$ cat config.mk
export PLATFORM = sky130hd
export DESIGN_NAME = arc4_crack_ctrl
export DESIGN_NICKNAME = d
export VERILOG_FILES = /design/src/rtl/arc4_crack_ctrl.sv
export SDC_FILE = /design/constraint.sdc
export NUM_CORES = 1
export LEC_CHECK = 0
export ABC_AREA = 0
export BUFFER_PORTS_ARGS = -buffer_cell sky130_fd_sc_hd__buf_4
export CORE_ASPECT_RATIO = 0.8
export CORE_MARGIN = 2
export CORE_UTILIZATION = 60
export DETAILED_ROUTE_END_ITERATION = 16
export PLACE_DENSITY = 0.93
export SLEW_MARGIN = 0
export SYNTH_ARGS = -nofsm -noshare
export SYNTH_HDL_FRONTEND = slang
export SYNTH_SLANG_ARGS = --single-unit
export TNS_END_PERCENT = 1
$ cat constraint.sdc
create_clock -name clk -period 4.66 [get_ports clk]
set_clock_uncertainty 0.1 [all_clocks]
set_input_delay 0.699 -clock clk [delete_from_list [all_inputs] [get_ports clk]]
set_output_delay 0.699 -clock clk [all_outputs]
set_load 0.02 [all_outputs]
$ cat src/rtl/arc4_crack_ctrl.sv
// Key-search controller: walks candidate keys through arc4, then scans the
// decrypted plaintext for printable bytes and reports the first passing key.
module arc4_crack_ctrl #(
    parameter int               KEY_W    = 24,
    parameter logic [KEY_W-1:0] KEY_INIT = '0,
    parameter logic [7:0]       CHAR_LO  = 8'h20,
    parameter logic [7:0]       CHAR_HI  = 8'h7E
) (
    input  logic             clk,
    input  logic             rst_n,
    input  logic             en,
    output logic             rdy,
    output logic [KEY_W-1:0] key,
    output logic             key_valid,
    output logic             a4_en,
    input  logic             a4_rdy,
    output logic [KEY_W-1:0] a4_key,
    output logic [7:0]       pt_addr,
    input  logic [7:0]       pt_rddata,
    output logic             pt_own
);

    typedef enum logic [3:0] {
        IDLE,
        LAUNCH,
        WAIT_ACK,
        WAIT_DONE,
        RD_LEN,
        LEN,
        SCAN,
        FAIL,
        PASS,
        DONE
    } state_t;

    localparam logic [KEY_W-1:0] KEY_LAST = '1;

    state_t           state, state_nxt;
    logic [7:0]       len, len_nxt;
    logic [7:0]       idx, idx_nxt;
    logic             primed, primed_nxt;
    logic             rdy_nxt, key_valid_nxt, a4_en_nxt, pt_own_nxt;
    logic [KEY_W-1:0] key_nxt, a4_key_nxt;
    logic [7:0]       pt_addr_nxt;
    logic             byte_ok;

    assign byte_ok = (pt_rddata >= CHAR_LO) && (pt_rddata <= CHAR_HI);

    always_ff @(posedge clk or negedge rst_n) begin
        if (!rst_n) begin
            state     <= IDLE;
            len       <= 8'd0;
            idx       <= 8'd0;
            primed    <= 1'b0;
            rdy       <= 1'b1;
            key       <= '0;
            key_valid <= 1'b0;
            a4_en     <= 1'b0;
            a4_key    <= KEY_INIT;
            pt_addr   <= 8'd0;
            pt_own    <= 1'b0;
        end else begin
            state     <= state_nxt;
            len       <= len_nxt;
            idx       <= idx_nxt;
            primed    <= primed_nxt;
            rdy       <= rdy_nxt;
            key       <= key_nxt;
            key_valid <= key_valid_nxt;
            a4_en     <= a4_en_nxt;
            a4_key    <= a4_key_nxt;
            pt_addr   <= pt_addr_nxt;
            pt_own    <= pt_own_nxt;
        end
    end

    always_comb begin
        state_nxt     = state;
        len_nxt       = len;
        idx_nxt       = idx;
        primed_nxt    = primed;
        rdy_nxt       = rdy;
        key_nxt       = key;
        key_valid_nxt = key_valid;
        a4_en_nxt     = 1'b0;
        a4_key_nxt    = a4_key;
        pt_addr_nxt   = pt_addr;
        pt_own_nxt    = pt_own;

        case (state)
            IDLE, DONE: begin
                if (en) begin
                    a4_key_nxt    = KEY_INIT;
                    key_valid_nxt = 1'b0;
                    rdy_nxt       = 1'b0;
                    state_nxt     = LAUNCH;
                end
            end
            LAUNCH: begin
                if (a4_rdy) begin
                    a4_en_nxt = 1'b1;
                    state_nxt = WAIT_ACK;
                end
            end
            // arc4 only drops rdy after seeing en, so its rdy is stale here
            WAIT_ACK: state_nxt = WAIT_DONE;
            WAIT_DONE: begin
                if (a4_rdy) begin
                    pt_own_nxt  = 1'b1;
                    pt_addr_nxt = 8'd0;
                    state_nxt   = RD_LEN;
                end
            end
            RD_LEN: state_nxt = LEN;
            LEN: begin
                len_nxt = pt_rddata;
                if (pt_rddata == 8'd0) begin
                    state_nxt = FAIL;
                end else begin
                    pt_addr_nxt = 8'd1;
                    idx_nxt     = 8'd1;
                    primed_nxt  = 1'b0;
                    state_nxt   = SCAN;
                end
            end
            // Address runs one cycle ahead of data; the first cycle only primes the RAM
            SCAN: begin
                if (pt_addr <= len) begin
                    pt_addr_nxt = pt_addr + 8'd1;
                end
                if (!primed) begin
                    primed_nxt = 1'b1;
                end else if (!byte_ok) begin
                    state_nxt = FAIL;
                end else if (idx == len) begin
                    state_nxt = PASS;
                end else begin
                    idx_nxt = idx + 8'd1;
                end
            end
            FAIL: begin
                pt_own_nxt = 1'b0;
                if (a4_key == KEY_LAST) begin
                    rdy_nxt   = 1'b1;
                    state_nxt = DONE;
                end else begin
                    a4_key_nxt = a4_key + KEY_W'(1);
                    state_nxt  = LAUNCH;
                end
            end
            PASS: begin
                key_nxt       = a4_key;
                key_valid_nxt = 1'b1;
                pt_own_nxt    = 1'b0;
                rdy_nxt       = 1'b1;
                state_nxt     = DONE;
            end
            default: state_nxt = IDLE;
        endcase
    end

endmodule

==> Implementation_results.wiki, run 1 <==
{| class="wikitable"
! Metric !! Value
|-
| Count of different cell masters after synthesis || slightly above 60
|-
| Post-synthesis adder-cell area fraction || approximately 3.3%
|-
| Die height || ~80 µm
|-
| XOR/XNOR share of the synthesized area || about 6.2%
|-
| Die W || 97.77 µm
|-
| DIE AREA || slightly below 0.008 mm²
|-
| Power per Cell Area || approximately 450 mW/mm²
|-
| Overall power consumption || between 0.002 and 0.0025 W
|-
| Final setup violation count || 0
|-
| Element type at the critical path end || flop
|-
| Relative max-transition margin || between 30 and 40%
|-
| Clock Tree Root || sky130_fd_sc_hd__clkbuf_8
|-
| Worst vdd ir || approximately 0.32 mV
|-
| Number of DRC markers in iteration 0 || 314
|-
| Remaining DRCs || 0
|-
| Outcome || complete, no violations
|-
| Critical path data arrival time || 3.00 ns
|-
| Area of the core || 0.006858 mm²
|-
| Htree depth || 3
|-
| Count of boundary I/O pins || a little over 70
|-
| Max-cap viol count || 0
|-
| Proportion of synthesized area in mux cells || slightly above 8%
|-
| Congestion Overflow GR || 0
|-
| Detailed Routing Iterations Pass 1 || 5
|-
| Via count of the first global-routing pass || ~3300
|-
| Final critical-path share of the clock period || 61.48%
|-
| Via density || slightly above 6
|-
| Routed WL per cell || around 18 µm
|-
| Clock tree from TritonCTS || done
|-
| Most used cells in the layout excluding fill and tap cells || sky130_fd_sc_hd__dfrtp_1 (80), sky130_fd_sc_hd__buf_4 (73), sky130_fd_sc_hd__nor2_1 (42)
|-
| Insertion delay to the later sink of the worst-skew pair || 0.35 ns
|-
| Fin Setup TNS || 0 ns
|-
| Layout filler cell count || 467
|-
| Number of CTS-inserted buffers || 9
|-
| Number of rows created at floorplan || 27
|-
| Pin slew with the least headroom to its limit || around 1.0 ns
|-
| Flops & latches, synth || between 80 and 90
|-
| Total number of vias || ~3400
|-
| Number of clock sinks seen by CTS || slightly above 80
|-
| Growth of design area from synthesis to finish || 19.57%
|-
| Initial standard-cell utilization of the core || about three fifths
|-
| Simple-gate area share of the yosys netlist || a little under a fifth
|-
| Routed WL || 9.992 mm
|-
| Pin count of the biggest net entering global routing || just over 80
|-
| Post-synthesis compound-gate area fraction || 12.42%
|-
| Total of hold buffers inserted after clock tree synthesis || 0
|-
| Leakage power of the design || ~2.4 nW
|-
| Resized cells post-CTS || 0
|-
| Number of antenna violations at the first check in global routing || 0
|-
| Number of max-slew violations in the final report || 0
|-
| Count of flip-flops with a built-in enable after synthesis || 0
|-
| Maximum frequency from static timing analysis || 349.0 MHz
|-
| Syn Area/Cell || between 10 and 15 µm²
|-
| GPL Wtd Cong || between 0.9 and 1
|-
| Final layout net count || 497
|-
| Most frequent standard cell in the layout excluding fill and tap cells || sky130_fd_sc_hd__dfrtp_1
|-
| Wire length of the first global-routing pass || 16.58 mm
|-
| Proportion of synthesized flip-flops having asynchronous set or reset || 100.0%
|-
| Number of nets with antenna violations after routing || 0
|-
| Cell area after technology mapping || around 0.0042 mm²
|-
| Post-CTS setup buffer count || 0
|-
| Synth Net Count || 426
|-
| Max Fanout on Critical Path || 14
|-
| Time the worst path needs with I/O delays and setup || roughly 2.9 ns
|-
| Fraction of final layout cells sized beyond drive strength 1 || 27.41%
|-
| Setup repair after global routing missed its margin || no
|-
| Main combinational cell family by area after synthesis || simple AND/OR/NAND/NOR gates
|-
| DP HPWL || slightly below 7 mm
|-
| Mapped Cells || 403
|-
| Most instantiated flip-flop cell in the synthesis netlist || sky130_fd_sc_hd__dfrtp_1
|-
| Count of input and output buffers || between 70 and 80
|-
| Final design utilization || approximately 74%
|-
| Number of buffers on the longest clock path || 2
|-
| Yosys synthesis warning count || 0
|-
| Register area share after synthesis || approximately half
|-
| Global-route usage over all layers || a little over a quarter
|-
| Critical Setup Path Class || reg2reg
|-
| Final antenna diode count || 0
|-
| Hold Violations, Final || 0
|-
| Required time worst endpoint || 4.79 ns
|-
| Startpoint class of the critical path || flop
|-
| Worst hold path class || in2async
|-
| Clock-pin slew reported for the worst setup and hold paths after clock tree synthesis || ~0.080 ns
|}
-- synth_stat cells (3+ instances only) --
library cell               count  area share, %
sky130_fd_sc_hd__nor3_1        9            1.1
sky130_fd_sc_hd__inv_1        19            1.7
sky130_fd_sc_hd__dfrtp_1      80             47
sky130_fd_sc_hd__and4_1        3           0.62
sky130_fd_sc_hd__buf_2         7           0.83
sky130_fd_sc_hd__o31ai_1       3           0.53
sky130_fd_sc_hd__nand4_1      15            2.2
sky130_fd_sc_hd__nor2b_1       4           0.59
sky130_fd_sc_hd__xor2_1       13            2.7
sky130_fd_sc_hd__o21ai_0      25            3.0
sky130_fd_sc_hd__a21oi_1      14            1.7
sky130_fd_sc_hd__nand2_1      27            2.4
sky130_fd_sc_hd__nor4_1        3           0.44
sky130_fd_sc_hd__xnor2_1      17            3.5
sky130_fd_sc_hd__a22o_1        4           0.83
sky130_fd_sc_hd__or3_1         5           0.74
sky130_fd_sc_hd__ha_1         11            3.3
sky130_fd_sc_hd__and3_1        7            1.0
sky130_fd_sc_hd__nand2b_1      4           0.59
sky130_fd_sc_hd__nor4_2        3           0.89
sky130_fd_sc_hd__clkbuf_1      4           0.36
sky130_fd_sc_hd__nor2_1       42            3.7
sky130_fd_sc_hd__nand3_1       8           0.95
sky130_fd_sc_hd__mux2_2       27            7.2
-- per-stage QoR --
stage	hold WS (ns)	setup slack (ns)	cell area (µm²)	cells
floorplan	0.3034	2.268	4220	403
global placement	0.3718	1.985	4815	550
detailed placement	0.3857	1.872	4815	550
CTS	0.3983	1.845	5046	565
global route	0.4245	1.730	5046	565
finish	0.4016	1.795	5046	565
-- registers in the layout, indices dropped and copies added, names as in the netlist --
register / count
pt_own: 1
a4_en: 1
pt_addr: 8
len: 8
rdy: 1
a4_key: 24
idx: 8
key_valid: 1
key: 24
state: 4
primed: 1
-- final cells by class --
type	count	area [µm²]	share of cell area [%]
Timing Repair Buffer	73	548.0	10.86
Inverter	19	71.32	1.413
Clock buffer	9	123.9	2.455
Sequential cell	81	2028	40.19
Multi-Input combinational cell	290	2058	40.79
Clock inverter	6	107.6	2.132
Tap cell	87	108.9	2.157
-- cells by family after synthesis --
kind of cell | after synthesis
mux | 31
xor+xnor | 30
fa+ha+maj | 11
flops | 81
compound gates | 73
simple gates | 145
buf+inv | 32
-- power breakdown --
group          internal [W]  total (W)  leakage [nW]  switching, W
Sequential         0.000800   0.000948          1.10      0.000148
Combinational      0.000289   0.000715          1.19      0.000426
Clock              0.000351   0.000599         0.115      0.000248
-- critical path: stages, from the launching register on --
cell,delay [ns]
sky130_fd_sc_hd__dfrtp_1,0.70
sky130_fd_sc_hd__inv_1,0.23
sky130_fd_sc_hd__or4_4,0.68
sky130_fd_sc_hd__nor3_1,0.29
sky130_fd_sc_hd__a221oi_2,0.18
sky130_fd_sc_hd__and4_1,0.25
sky130_fd_sc_hd__mux2_1,0.30
-- final timing paths --
kind	startpoint	endpoint	slack, ns	depth (start not counted)
setup / recovery	state[1]$_DFFE_PN0P_	pt_addr[4]$_DFFE_PN0P_	1.79	6
hold / removal	rst_n	pt_addr[0]$_DFFE_PN0P_	0.40	1
setup reg to reg	state[1]$_DFFE_PN0P_	pt_addr[4]$_DFFE_PN0P_	1.79	6
hold reg to reg	rdy$_DFFE_PN1P_	rdy$_DFFE_PN1P_	0.40	2
max in group asynchronous	rst_n	idx[0]$_DFFE_PN0P_	3.40	1
min in group clk	rdy$_DFFE_PN1P_	rdy$_DFFE_PN1P_	0.40	2
-- layer usage --
metal	track usage, %	up-vias	share of wire (%)
met1	36.90	1665	44
met2	42.69	139	48
met5	0	-	0
met4	10.83	0	2.1
li1	-	1589	-
met3	7.482	23	5.5
No activity file was read; power rests on OpenSTA's default activity.
==> run 2: changes to the inputs <==
--- a/config.mk
+++ b/config.mk
@@ -9,9 +9,9 @@
 export BUFFER_PORTS_ARGS = -buffer_cell sky130_fd_sc_hd__buf_4
 export CORE_ASPECT_RATIO = 0.8
 export CORE_MARGIN = 2
-export CORE_UTILIZATION = 60
+export CORE_UTILIZATION = 51
 export DETAILED_ROUTE_END_ITERATION = 16
-export PLACE_DENSITY = 0.93
+export PLACE_DENSITY = 0.85
 export SLEW_MARGIN = 0
 export SYNTH_ARGS = -nofsm -noshare
 export SYNTH_HDL_FRONTEND = slang
==> constraint.sdc (replaced) <==
create_clock -name clk -period 2.57 [get_ports clk]
set_clock_uncertainty 0.1 [all_clocks]
set_input_delay 0.3855 -clock clk [delete_from_list [all_inputs] [get_ports clk]]
set_output_delay 0.3855 -clock clk [all_outputs]
set_load 0.02 [all_outputs]
==> run 2 against run 1 <==
  * Critical path type unchanged
  * Sequential power rose by 71%
  * Critical path depth increased by 2
  * Power increased by 78%
  * Via count up 1.2%
  * Critical endpoint unchanged
==> Implementation_results.wiki, run 2 (same netlist as run 1, synthesis figures left out) <==
{| class="wikitable"
! Metric !! Value
|-
| Outcome || complete, no violations
|-
| Most frequent standard cell in the layout excluding fill and tap cells || sky130_fd_sc_hd__buf_4
|-
| Clock-pin slew reported for the worst setup and hold paths after clock tree synthesis || 0.09 ns (about the same)
|-
| Clock tree from TritonCTS || done
|-
| Relative max-transition margin || 59.90% (+27 points)
|-
| Setup slack on the worst flop-to-flop path || 0.15 ns (-1.65 ns)
|-
| Via density || 5.705 (-5.6%)
|-
| Hold depth || 3
|-
| Setup slack after placement || 0.1677 ns (-1.704 ns)
|-
| Clock Tree Root || sky130_fd_sc_hd__clkbuf_8
|-
| Number of antenna violations at the first check in global routing || 0 (unchanged)
|-
| Count of input and output buffers || 71 (unchanged)
|-
| Routed WL per cell || 16.22 µm (-8.3%)
|-
| Total number of vias || 3457 (+1.2%)
|-
| Element type at the critical path end || flop
|-
| Logic pwr share || 36.7% (+5.1 points)
|-
| Final setup violation count || 0 (unchanged)
|-
| Global-route usage over all layers || 22.79% (-4.6 points)
|-
| Most used cells in the layout excluding fill and tap cells || sky130_fd_sc_hd__buf_4 (90), sky130_fd_sc_hd__dfrtp_1 (80), sky130_fd_sc_hd__nor2_1 (42)
|-
| Critical path data arrival time || 2.55 ns (-0.45 ns)
|-
| Capture point of the worst reg-to-reg path || pt_addr[4]$_DFFE_PN0P_
|-
| R2r worst-path depth || 8 (+2)
|-
| Worst-case hold path end point || len[1]$_DFFE_PN0N_
|-
| Smallest setup slack after layout || 0.1495 ns (-1.645 ns)
|-
| Final critical-path share of the clock period || 94.18% (+33 points)
|-
| Required time worst endpoint || 2.70 ns (-2.09 ns)
|-
| Detailed Routing Iterations Pass 1 || 4 (-1)
|-
| Top flop regs || a4_key: 24 flops, key: 24 flops
|-
| Max Fanout on Critical Path || 12 (-2)
|-
| Cell with the most instances on the worst path || sky130_fd_sc_hd__nor3_1
|-
| DIE AREA || 0.009024 mm² (+17%)
|-
| Fraction of final layout cells sized beyond drive strength 1 || 29.92% (+2.5 points)
|-
| Crit Reg-Reg Startpoint || pt_addr[5]$_DFFE_PN0P_
|-
| Highest-delay cell along the critical path || sky130_fd_sc_hd__dfrtp_1
|-
| Number of DRC markers in iteration 0 || 234 (-25%)
|-
| Number of nets with antenna violations after routing || 0 (unchanged)
|-
| Routed WL || 9.827 mm (-1.7%)
|-
| Setup repair after global routing missed its margin || no
|-
| DP HPWL || 7.032 mm (+1.4%)
|-
| Int Pwr || 0.002515 W (+75%)
|-
| Time the worst path needs with I/O delays and setup || 2.421 ns (-0.4446 ns)
|-
| Htree depth || 3 (unchanged)
|-
| Number of CTS-inserted buffers || 9 (unchanged)
|-
| Final antenna diode count || 0 (unchanged)
|-
| Number of clock sinks seen by CTS || 81 (unchanged)
|-
| Slowest stage delay, CP || 0.45 ns (-0.25 ns)
|-
| Total net switching power || 0.001519 W (+85%)
|-
| Worst hold path class || in2reg
|-
| Startpoint class of the critical path || flop
|-
| Die W || 105.7 µm (+8.1%)
|-
| Congestion Overflow GR || 0 (unchanged)
|-
| Wire length of the first global-routing pass || 16.55 mm (-0.16%)
|-
| Fin Setup TNS || 0 ns (unchanged)
|-
| Number of max-slew violations in the final report || 0 (unchanged)
|-
| Growth of design area from synthesis to finish || 23.07%
|-
| Register share of total power || 40.1% (-1.8 points)
|-
| Area of the core || 0.007983 mm² (+16%)
|-
| Initial standard-cell utilization of the core || 52.87% (-8.7 points)
|-
| Beginning of the worst hold path || pt_rddata[1]
|-
| Leakage power of the design || 2.482 nW (+3.2%)
|-
| Portion of total power attributed to the clock network || 23.2% (-3.3 points)
|-
| Pin slew with the least headroom to its limit || 0.6015 ns (-0.4027 ns)
|-
| Cells along the critical path || ha_1 > nand4_1 > nor3_1 > nor3_1 > a221oi_2 > buf_4 > and4_1 > mux2_1
|-
| Insertion delay to the later sink of the worst-skew pair || 0.35 ns (about the same)
|-
| Die height || 85.37 µm (+8.0%)
|-
| Worst vdd ir || 0.4195 mV (+31%)
|-
| Max-cap viol count || 0 (unchanged)
|-
| Hold Violations, Final || 0 (unchanged)
|-
| Number of rows created at floorplan || 29 (+7.4%)
|-
| Via count of the first global-routing pass || 3399 (+2.8%)
|-
| Count of boundary I/O pins || 72 (unchanged)
|-
| GPL Wtd Cong || 0.8854 (-3.3%)
|-
| Maximum frequency from static timing analysis || 413.1 MHz (+18%)
|-
| Switching part of the total || 37.66% (+1.3 points)
|-
| Layout filler cell count || 625 (+34%)
|-
| Final layout net count || 516 (+3.8%)
|-
| Pin count of the biggest net entering global routing || 47 (-43%)
|-
| Critical Setup Path Class || reg2reg
|-
| Number of buffers on the longest clock path || 2 (unchanged)
|-
| Remaining DRCs || 0 (unchanged)
|-
| Power per Cell Area || 776.7 mW/mm² (+73%)
|-
| Resized cells post-CTS || 0 (unchanged)
|}
==> run 2: changes by cell type in the layout (fill, tap and decap cells not counted) <==
cell,previous run,this run
sky130_fd_sc_hd__clkinv_4,0,1
sky130_fd_sc_hd__buf_4,73,90
sky130_fd_sc_hd__bufinv_16,3,1
sky130_fd_sc_hd__clkinv_2,2,1
sky130_fd_sc_hd__clkinvlp_4,1,2
sky130_fd_sc_hd__dlygate4sd3_1,0,1
sky130_fd_sc_hd__inv_6,0,1
sky130_fd_sc_hd__clkbuf_1,0,1
sky130_fd_sc_hd__buf_12,0,1
==> run 2: power groups by stage <==
| stage | logic [W] | clock network [W] | registers, W |
|---|---|---|---|
| after floorplan | 0.000933 | 0 | 0.00167 |
| after global placement | 0.00141 | 0 | 0.00163 |
| after detailed placement | 0.00145 | 0 | 0.00164 |
| after CTS | 0.00147 | 0.000958 | 0.00161 |
| after global routing | 0.00163 | 0.00101 | 0.00164 |
| final | 0.00148 | 0.000936 | 0.00162 |
==> run 2: final cells by class <==
type                       count  area [µm²]  area share, %
clock inverter                 6       67.56          1.301
tap                          108       135.1          2.602
multi-input combinational    290        2058          39.63
clock buffer                  10       127.6          2.457
timing repair buffer          92       705.7          13.59
sequential                    81        2028          39.05
inverter                      19       71.32          1.373
==> run 2: what timing repair did <==
action | 4_1_cts | 5_1_grt
endpoints found under the hold margin | 45 | 0
buffers inserted | 0 | 0
hold buffers | 1 | 0
==> run 2: worst max-delay path: cells and delay by family (launching register included) <==
family	cells	cell delay, ns
compound gates	1	0.23
flops	1	0.45
simple gates	4	0.68
buf+inv	1	0.21
mux	1	0.32
fa+ha+maj	1	0.33
==> run 2: worst max path at each step <==
stage / startpoint / depth (start not counted) / end / slack, ns
final: pt_addr[5]$_DFFE_PN0P_ / 8 / pt_addr[4]$_DFFE_PN0P_ / 0.15
after global routing: pt_addr[5]$_DFFE_PN0P_ / 8 / pt_addr[4]$_DFFE_PN0P_ / 0.06
after CTS: pt_addr[5]$_DFFE_PN0P_ / 8 / pt_addr[4]$_DFFE_PN0P_ / 0.15
after detailed placement: pt_addr[5]$_DFFE_PN0P_ / 8 / pt_addr[4]$_DFFE_PN0P_ / 0.17
after global placement: pt_addr[5]$_DFFE_PN0P_ / 8 / pt_addr[4]$_DFFE_PN0P_ / 0.26
after floorplan: pt_addr[5]$_DFFE_PN0P_ / 8 / pt_addr[6]$_DFFE_PN0P_ / 0.23
==> run 2: routing by layer <==
| metal | part of all wire (%) | global-route usage, % |
|---|---|---|
| met1 | 46 | 32.65 |
| met2 | 48 | 35.95 |
| met3 | 5.0 | 3.379 |
| met4 | 1.5 | 7.536 |
| met5 | 0 | 0 |
==> run 2: per-stage QoR <==
step	instance area (µm²)	power, W	utilization [%]	std cells	hold WS, ns
floorplan	4220	0.002603	-	403	-0.01009
global placement	4989	0.003039	62.49	589	0.3249
detailed placement	4989	0.003086	62.49	589	0.3321
CTS	5194	0.004040	65.06	606	0.1688
global route	5194	0.004274	65.06	606	0.1968
finish	5194	0.004034	65.06	606	0.1754
